<file path="src/rtl/ctrl_pkg.sv">
// Shared definitions for the multicycle controller: state encodings, opcodes,
// ALU codes, datapath mux select codes and the control-word bundle.
package ctrl_pkg;

  typedef enum logic [3:0] {
    FETCH    = 4'd0,
    DECODE   = 4'd1,
    MEMADR   = 4'd2,
    MEMREAD  = 4'd3,
    MEMWB    = 4'd4,
    MEMWRITE = 4'd5,
    EXECR    = 4'd6,
    EXECI    = 4'd7,
    ALUWB    = 4'd8,
    HALT     = 4'd9
  } state_t;

  localparam logic [6:0] OP_LOAD  = 7'b0000011;
  localparam logic [6:0] OP_STORE = 7'b0100011;
  localparam logic [6:0] OP_RTYPE = 7'b0110011;
  localparam logic [6:0] OP_ITYPE = 7'b0010011;

  typedef enum logic [2:0] {
    ALU_ADD = 3'b000,
    ALU_SUB = 3'b001
  } alu_ctrl_t;

  // ALU-op class: force an add, or let the instruction's function fields decide.
  typedef enum logic [1:0] {
    ALU_OP_ADD   = 2'b00,
    ALU_OP_FUNCT = 2'b10
  } alu_op_t;

  localparam logic [1:0] RES_ALU_OUT    = 2'b00;
  localparam logic [1:0] RES_READ_DATA  = 2'b01;
  localparam logic [1:0] RES_ALU_RESULT = 2'b10;

  localparam logic [1:0] SRC_A_PC   = 2'b00;
  localparam logic [1:0] SRC_A_RS1  = 2'b01;
  localparam logic [1:0] SRC_B_RS2  = 2'b00;
  localparam logic [1:0] SRC_B_FOUR = 2'b01;
  localparam logic [1:0] SRC_B_IMM  = 2'b10;

  typedef struct packed {
    logic       mem_write;
    logic       reg_write;
    logic       ir_write;
    logic       pc_write;
    logic       instruction_or_data;
    logic [1:0] result_src;
    logic [1:0] alu_src_a;
    logic [1:0] alu_src_b;
    logic       retire;
  } ctrl_t;

  function automatic logic is_legal_opcode(input logic [6:0] op);
    return (op == OP_LOAD) || (op == OP_STORE) || (op == OP_RTYPE) || (op == OP_ITYPE);
  endfunction

endpackage

</file>
<file path="src/rtl/multicycle_controller_if.sv">
// Controller <-> datapath bundle. master = controller, slave = datapath side.
interface multicycle_controller_if;
  logic        run;
  logic [31:0] instr;
  logic        mem_write;
  logic        reg_write;
  logic        ir_write;
  logic        pc_write;
  logic        instruction_or_data;
  logic [1:0]  result_src;
  logic [1:0]  alu_src_a;
  logic [1:0]  alu_src_b;
  logic [2:0]  alu_control;
  logic [3:0]  state;
  logic        retire;
  logic [31:0] retired_count;
  logic        illegal;

  modport master (
    input  run, instr,
    output mem_write, reg_write, ir_write, pc_write, instruction_or_data,
           result_src, alu_src_a, alu_src_b, alu_control, state, retire,
           retired_count, illegal
  );

  modport slave (
    output run, instr,
    input  mem_write, reg_write, ir_write, pc_write, instruction_or_data,
           result_src, alu_src_a, alu_src_b, alu_control, state, retire,
           retired_count, illegal
  );
endinterface

</file>
<file path="src/rtl/alu_decoder.sv">
// ALU control decode: SUB only for an R-type with funct3=000 and instr[30]=1,
// and only when the FSM asks for a function-field decode; ADD otherwise.
module alu_decoder
  import ctrl_pkg::*;
(
  input  logic [6:0] opcode,
  input  logic [2:0] funct3,
  input  logic       instr_30,
  input  alu_op_t    alu_op,
  output alu_ctrl_t  alu_control
);

  always_comb begin
    alu_control = ALU_ADD;
    if (alu_op == ALU_OP_FUNCT && opcode == OP_RTYPE && funct3 == 3'b000 && instr_30)
      alu_control = ALU_SUB;
  end

endmodule

</file>
<file path="src/rtl/multicycle_controller.sv">
// Multicycle RV32 subset controller (lw/sw/R-type/I-type) with retire counter.
// Define CTRL_ILLEGAL_TRAP_EN to halt on an illegal opcode instead of skipping it.
module multicycle_controller
  import ctrl_pkg::*;
(
  input  logic                           clk,
  input  logic                           reset,
  multicycle_controller_if.master        bus
);

  state_t      state_q, state_d;
  logic [31:0] count_q;
  logic        illegal_q;
  logic        illegal_set;
  ctrl_t       ctrl;
  alu_op_t     alu_op;
  alu_ctrl_t   alu_control;
  logic [6:0]  opcode;
  logic        unused_instr_bits;

  assign opcode            = bus.instr[6:0];
  assign unused_instr_bits = ^{bus.instr[31], bus.instr[29:15], bus.instr[11:7]};

  alu_decoder u_alu_decoder (
    .opcode      (opcode),
    .funct3      (bus.instr[14:12]),
    .instr_30    (bus.instr[30]),
    .alu_op      (alu_op),
    .alu_control (alu_control)
  );

  // NOTE: every signal driven here gets a default first, so no path through the
  // case can leave one unassigned and infer a latch.
  always_comb begin
    state_d     = state_q;
    ctrl        = '0;
    alu_op      = ALU_OP_ADD;
    illegal_set = 1'b0;
    unique case (state_q)
      FETCH: begin
        if (bus.run) begin
          ctrl.ir_write  = 1'b1;
          ctrl.alu_src_a = SRC_A_PC;
          ctrl.alu_src_b = SRC_B_FOUR;
          state_d        = DECODE;
        end
      end
      DECODE: begin
        // pc+4 was computed during FETCH and sits in alu_out; commit it for every opcode.
        ctrl.pc_write = 1'b1;
        if (!is_legal_opcode(opcode)) begin
          illegal_set = 1'b1;
`ifdef CTRL_ILLEGAL_TRAP_EN
          state_d     = HALT;
`else
          state_d     = FETCH;
`endif
        end else if (opcode == OP_LOAD || opcode == OP_STORE) begin
          state_d = MEMADR;
        end else if (opcode == OP_RTYPE) begin
          state_d = EXECR;
        end else begin
          state_d = EXECI;
        end
      end
      MEMADR: begin
        ctrl.alu_src_a = SRC_A_RS1;
        ctrl.alu_src_b = SRC_B_IMM;
        state_d        = (opcode == OP_LOAD) ? MEMREAD : MEMWRITE;
      end
      MEMREAD: begin
        ctrl.instruction_or_data = 1'b1;
        ctrl.result_src          = RES_ALU_OUT;
        state_d                  = MEMWB;
      end
      MEMWB: begin
        ctrl.result_src = RES_READ_DATA;
        ctrl.reg_write  = 1'b1;
        ctrl.retire     = 1'b1;
        state_d         = FETCH;
      end
      MEMWRITE: begin
        ctrl.mem_write = 1'b1;
        ctrl.retire    = 1'b1;
        state_d        = FETCH;
      end
      EXECR: begin
        ctrl.alu_src_a = SRC_A_RS1;
        ctrl.alu_src_b = SRC_B_RS2;
        alu_op         = ALU_OP_FUNCT;
        state_d        = ALUWB;
      end
      EXECI: begin
        ctrl.alu_src_a = SRC_A_RS1;
        ctrl.alu_src_b = SRC_B_IMM;
        state_d        = ALUWB;
      end
      ALUWB: begin
        ctrl.result_src = RES_ALU_OUT;
        ctrl.reg_write  = 1'b1;
        ctrl.retire     = 1'b1;
        state_d         = FETCH;
      end
      HALT:    state_d = HALT;
      default: state_d = FETCH;
    endcase
  end

  // NOTE: state registers use non-blocking assignments so every flop samples
  // the pre-edge values regardless of statement order.
  always_ff @(posedge clk) begin
    if (!reset) begin
      state_q   <= FETCH;
      count_q   <= '0;
      illegal_q <= 1'b0;
    end else begin
      state_q <= state_d;
      if (ctrl.retire) count_q <= count_q + 32'd1;
      if (illegal_set) illegal_q <= 1'b1;
    end
  end

  // Reset is synchronous, so the state may still be mid-instruction while reset
  // is low; gate the strobes so an aborted instruction writes nothing.
  assign bus.mem_write           = ctrl.mem_write & reset;
  assign bus.reg_write           = ctrl.reg_write & reset;
  assign bus.ir_write            = ctrl.ir_write  & reset;
  assign bus.pc_write            = ctrl.pc_write  & reset;
  assign bus.retire              = ctrl.retire    & reset;
  assign bus.instruction_or_data = ctrl.instruction_or_data;
  assign bus.result_src          = ctrl.result_src;
  assign bus.alu_src_a           = ctrl.alu_src_a;
  assign bus.alu_src_b           = ctrl.alu_src_b;
  assign bus.alu_control         = alu_control;
  assign bus.state               = state_q;
  assign bus.retired_count       = count_q;
  assign bus.illegal             = illegal_q;

endmodule

</file>
<file path="src/flat_wrapper.sv">
// flat-port wrapper written by rule: the top's interface ports become plain ports
module multicycle_controller_flat import ctrl_pkg::*;
  (clk, reset, bus_run, bus_instr, bus_mem_write, bus_reg_write, bus_ir_write, bus_pc_write, bus_instruction_or_data, bus_result_src, bus_alu_src_a, bus_alu_src_b, bus_alu_control, bus_state, bus_retire, bus_retired_count, bus_illegal);
  multicycle_controller_if bus_i ();
  input  logic clk;
  input  logic reset;
  input wire logic [$bits(bus_i.run)-1:0] bus_run;
  input wire logic [$bits(bus_i.instr)-1:0] bus_instr;
  output wire logic [$bits(bus_i.mem_write)-1:0] bus_mem_write;
  output wire logic [$bits(bus_i.reg_write)-1:0] bus_reg_write;
  output wire logic [$bits(bus_i.ir_write)-1:0] bus_ir_write;
  output wire logic [$bits(bus_i.pc_write)-1:0] bus_pc_write;
  output wire logic [$bits(bus_i.instruction_or_data)-1:0] bus_instruction_or_data;
  output wire logic [$bits(bus_i.result_src)-1:0] bus_result_src;
  output wire logic [$bits(bus_i.alu_src_a)-1:0] bus_alu_src_a;
  output wire logic [$bits(bus_i.alu_src_b)-1:0] bus_alu_src_b;
  output wire logic [$bits(bus_i.alu_control)-1:0] bus_alu_control;
  output wire logic [$bits(bus_i.state)-1:0] bus_state;
  output wire logic [$bits(bus_i.retire)-1:0] bus_retire;
  output wire logic [$bits(bus_i.retired_count)-1:0] bus_retired_count;
  output wire logic [$bits(bus_i.illegal)-1:0] bus_illegal;
  assign bus_i.run = bus_run;
  assign bus_i.instr = bus_instr;
  assign bus_mem_write = bus_i.mem_write;
  assign bus_reg_write = bus_i.reg_write;
  assign bus_ir_write = bus_i.ir_write;
  assign bus_pc_write = bus_i.pc_write;
  assign bus_instruction_or_data = bus_i.instruction_or_data;
  assign bus_result_src = bus_i.result_src;
  assign bus_alu_src_a = bus_i.alu_src_a;
  assign bus_alu_src_b = bus_i.alu_src_b;
  assign bus_alu_control = bus_i.alu_control;
  assign bus_state = bus_i.state;
  assign bus_retire = bus_i.retire;
  assign bus_retired_count = bus_i.retired_count;
  assign bus_illegal = bus_i.illegal;
  multicycle_controller u_core (.clk(clk), .reset(reset), .bus(bus_i));
endmodule
</file>
<file path="config.mk">
export PLATFORM = sky130hd
export DESIGN_NAME = multicycle_controller_flat
export DESIGN_NICKNAME = d
export VERILOG_FILES = /design/src/rtl/ctrl_pkg.sv /design/src/rtl/multicycle_controller_if.sv /design/src/rtl/alu_decoder.sv /design/src/rtl/multicycle_controller.sv /design/src/flat_wrapper.sv
export SDC_FILE = /design/constraint.sdc
export NUM_CORES = 1
export LEC_CHECK = 0
export BUFFER_PORTS_ARGS = -buffer_cell sky130_fd_sc_hd__buf_2
export CAP_MARGIN = 20
export CORE_MARGIN = 3
export CORE_UTILIZATION = 45
export CTS_BUF_LIST = sky130_fd_sc_hd__clkbuf_4 sky130_fd_sc_hd__clkbuf_8
export DETAILED_ROUTE_END_ITERATION = 8
export PLACE_DENSITY = 0.79
export SLEW_MARGIN = 25
export SYNTH_ARGS = -nofsm -noshare
export SYNTH_HDL_FRONTEND = slang
export SYNTH_SLANG_ARGS = --single-unit
</file>
<file path="constraint.sdc">
create_clock -name clk -period 1.8 [get_ports clk]
set_clock_uncertainty 0.1 [all_clocks]
set_input_delay 0.09 -clock clk [delete_from_list [all_inputs] [get_ports clk]]
set_output_delay 0.09 -clock clk [all_outputs]
set_load 0.01 [all_outputs]
</file>
==> results.cfg <==
[place]
placed_cells = 381
portBuffers = 61
dp_hpwl_mm = 3.88
place_area_um2 = 2610
pre_cts_ws_ns = -0.0482
routabilityCongestion = 0.829

[global_routing]
grt_pass1_vias = 1893
grt-ovfl-total = 0
grt_pass1_wl_mm = 8.56
grtUsageTotal_pct = 19.4
grt_max_degree = 27
antenna_found_initial = 0

[yosys]
ys_ff_latch = 37
yosysSeqAreaShare_pct = 35.7
yosys_warnings = 0
synth-async-reset-ratio_pct = 0
ys.flop_type = dfxtp_1
synth_edf_count = 0
synth_cells = 251
avgSynthCellArea_um2 = 8.26
synthDistinctLibCells = 46
netlist_area_um2 = 2070

[timing]
final.period_utilization_pct = 98.0
fmax_mhz = 567
slew_violations = 0
hold_violations = 0
setup_slack_ns = 0.0355
finalCriticalPeriod_ns = 1.76
setup_tns_ns = 0
rsz0062_at_grt = yes
setup_viol = 0

[worst_setup_path]
path_class = reg2reg
crit_chain = and2b_2 -> o211ai_1 -> buf_12 -> or4_1 -> a21oi_2
r2r_setup_slack_ns = 0.04
crit_required_ns = 1.92
critical_path.slowest_cell = or4_1
startpoint = u_core.bus.state[3]
worstRegToRegCells = 5
worstSetupStartpointType = register
cp.arrival_ns = 1.88
timing.rr.end = u_core.bus.retired_count[22]
max_stage_delay_ns = 0.52
reg2reg_from = u_core.bus.state[3]
path_buf_inv = 1
crit_path_max_fanout = 22
path_delay_family = simple AND/OR/NAND/NOR gates
worst_setup_path_end_kind = register
path_depth = 5
crit_path_end = u_core.bus.retired_count[22]

[floorplanning]
num_io_pins = 87
core_um2 = 4410
die_x_um = 73.9
core.rowCount = 24
initial_utilization_pct = 47.0
die_y_um = 73.9
die-area_um2 = 5460

[route]
firstDrtPassIters = 4
vias = 2198
drc = 0
drt_iter0_markers = 189
via_per_inst = 5.61
antenna_left = 0
wirelength_mm = 5.27
wl_per_cell_um = 13.4

[final_layout]
multiInputGateArea_um2 = 1230
fin_cells = 392
fin_area_um2 = 2790
nets = 375
n_fill_cell = 388
seqCellArea_um2 = 749
drive_above_1_share_pct = 36.5
syn_to_final_growth_pct = 34.3
antennaDiodeCount = 0

[cts]
htreeDepth = 2
cts.clk_slew.worst_paths_ns = 0.07
cts_tree = built
cts_sinks = 37
cts_root_buf = clkbuf_8
clock_latency_ns = 0.28
cts_buffers = 5
clockBufferDepth = 2

[power_and_ir_drop]
vdd_drop_max_v = 0.000344
power_w = 0.00167
power.density_nw_per_um2 = 598
p_leak_nw = 1.13

[worst_hold_path]
hp-class = in2reg

[flow_run]
drv_cap = 0

[outcome]
outcome = complete, no violations
-- cell usage after synthesis, types with 2 or more instances --
cell	n	area [um2]
clkbuf_1	10	37.5
nand4_1	9	56.3
a21oi_1	27	135
and2_1	3	18.8
buf_4	4	30.0
xnor2_1	7	61.3
inv_1	6	22.5
and3_1	4	25.0
nand2b_1	6	37.5
nor2_1	17	63.8
o21ai_0	10	50.1
xor2_1	3	26.3
nand2_1	14	52.6
and4_1	6	52.6
dfxtp_1	37	741
o31ai_1	13	97.6
nor4_1	7	43.8
buf_2	2	10.0
a2111oi_2	3	45.0
nand3_1	11	55.1
buf_6	2	22.5
mux2i_1	3	30.0
o211ai_1	2	15.0
or3_1	7	43.8
nor3_1	4	20.0
or4_1	14	105
-- flip-flops by register name, indices dropped and copies added (netlist names) --
name,flops
u_core.bus.retired_count,32
u_core.bus.state,4
u_core.bus.illegal,1
-- metrics by stage --
stage               utilization [%]  hold WS [ns]
finish                         63.1        0.0148
global route                   63.1        0.0303
CTS                            62.4        0.0113
detailed placement             59.2         0.301
global placement               59.2         0.297
floorplan                         -         0.108
-- worst min path at each step --
stage | start | endpoint | slack (ns) | cells past startpoint
6_report | reset | u_core.bus.retired_count[29] | 0.01 | 3
5_1_grt | reset | u_core.bus.retired_count[29] | 0.03 | 3
4_1_cts | reset | u_core.bus.retired_count[29] | 0.01 | 3
3_5_place_dp | reset | u_core.bus.retired_count[27] | 0.30 | 2
3_3_place_gp | reset | u_core.bus.retired_count[27] | 0.30 | 2
2_1_floorplan | reset | u_core.bus.retired_count[27] | 0.11 | 1
-- layout by cell type, fill, tap and decap left out, types with 4 or more instances in the layout --
cell and instances:
o21ai_0 10, and4_1 4, nor4_1 6, buf_4 34, a21oi_1 26, nand2_1 14, inv_1 6, or3_1 7
conb_1 4, nand3_1 11, clkbuf_8 6, and3_1 4, buf_2 61, o31ai_1 13, or4_1 13, nand4_1 9
nor2_1 17, nor3_1 4, dfxtp_1 32, xnor2_1 7, dfxtp_2 4, nand2b_1 6
-- what timing repair did --
| action | in CTS | in global routing |
|---|---|---|
| pin swaps | 0 | 0 |
| setup endpoints to repair | 11 | 14 |
| buffers inserted | 1 | 1 |
| resized for setup | 2 | 9 |
| hold endpoints to repair | 1 | 0 |
| hold buffers | 1 | 0 |
-- worst register-to-register path, cell delays in order, from the launching register on --
cell	delay, ns
dfxtp_4	0.35
and2b_2	0.25
o211ai_1	0.15
buf_12	0.18
or4_1	0.52
a21oi_2	0.15
-- power by group --
group,switching [W],internal (W)
sequential,0.00000361,0.000820
combinational,0.0000527,0.0000331
clock,0.000288,0.000467
-- metal layers --
layer  global-route usage [%]  part of all wire (%)
met2                     31.5                    48
met5                        0                     0
met1                     26.0                    46
met3                     4.38                   6.2
met4                     4.83                  0.66
-- cells by family (layout without fill, tap and decap cells) --
kind of cell / count (synthesis) / after routing / share of synthesized area [%]
AND/OR/NAND/NOR: 110 / 110 / 31.5
AO/OA/AOI/OAI: 63 / 63 / 20.0
flip-flops: 37 / 37 / 35.7
buffers and inverters: 26 / 112 / 6.34
XOR/XNOR: 10 / 10 / 4.22
multiplexers: 3 / 3 / 1.45
adder cells (fa/ha/maj): 1 / 1 / 0.603
other: 1 / 4 / 0.181
-- final cells by class --
type	instances	share of cell area, %
clock buffers	7	3.23
multi-input cells	191	44.3
repair buffers	97	21.2
inverters	7	0.943
well taps	52	2.34
flip-flops and latches	37	26.9
clock inverters	1	1.08
Note: power is estimated with default switching activity, not from simulation.
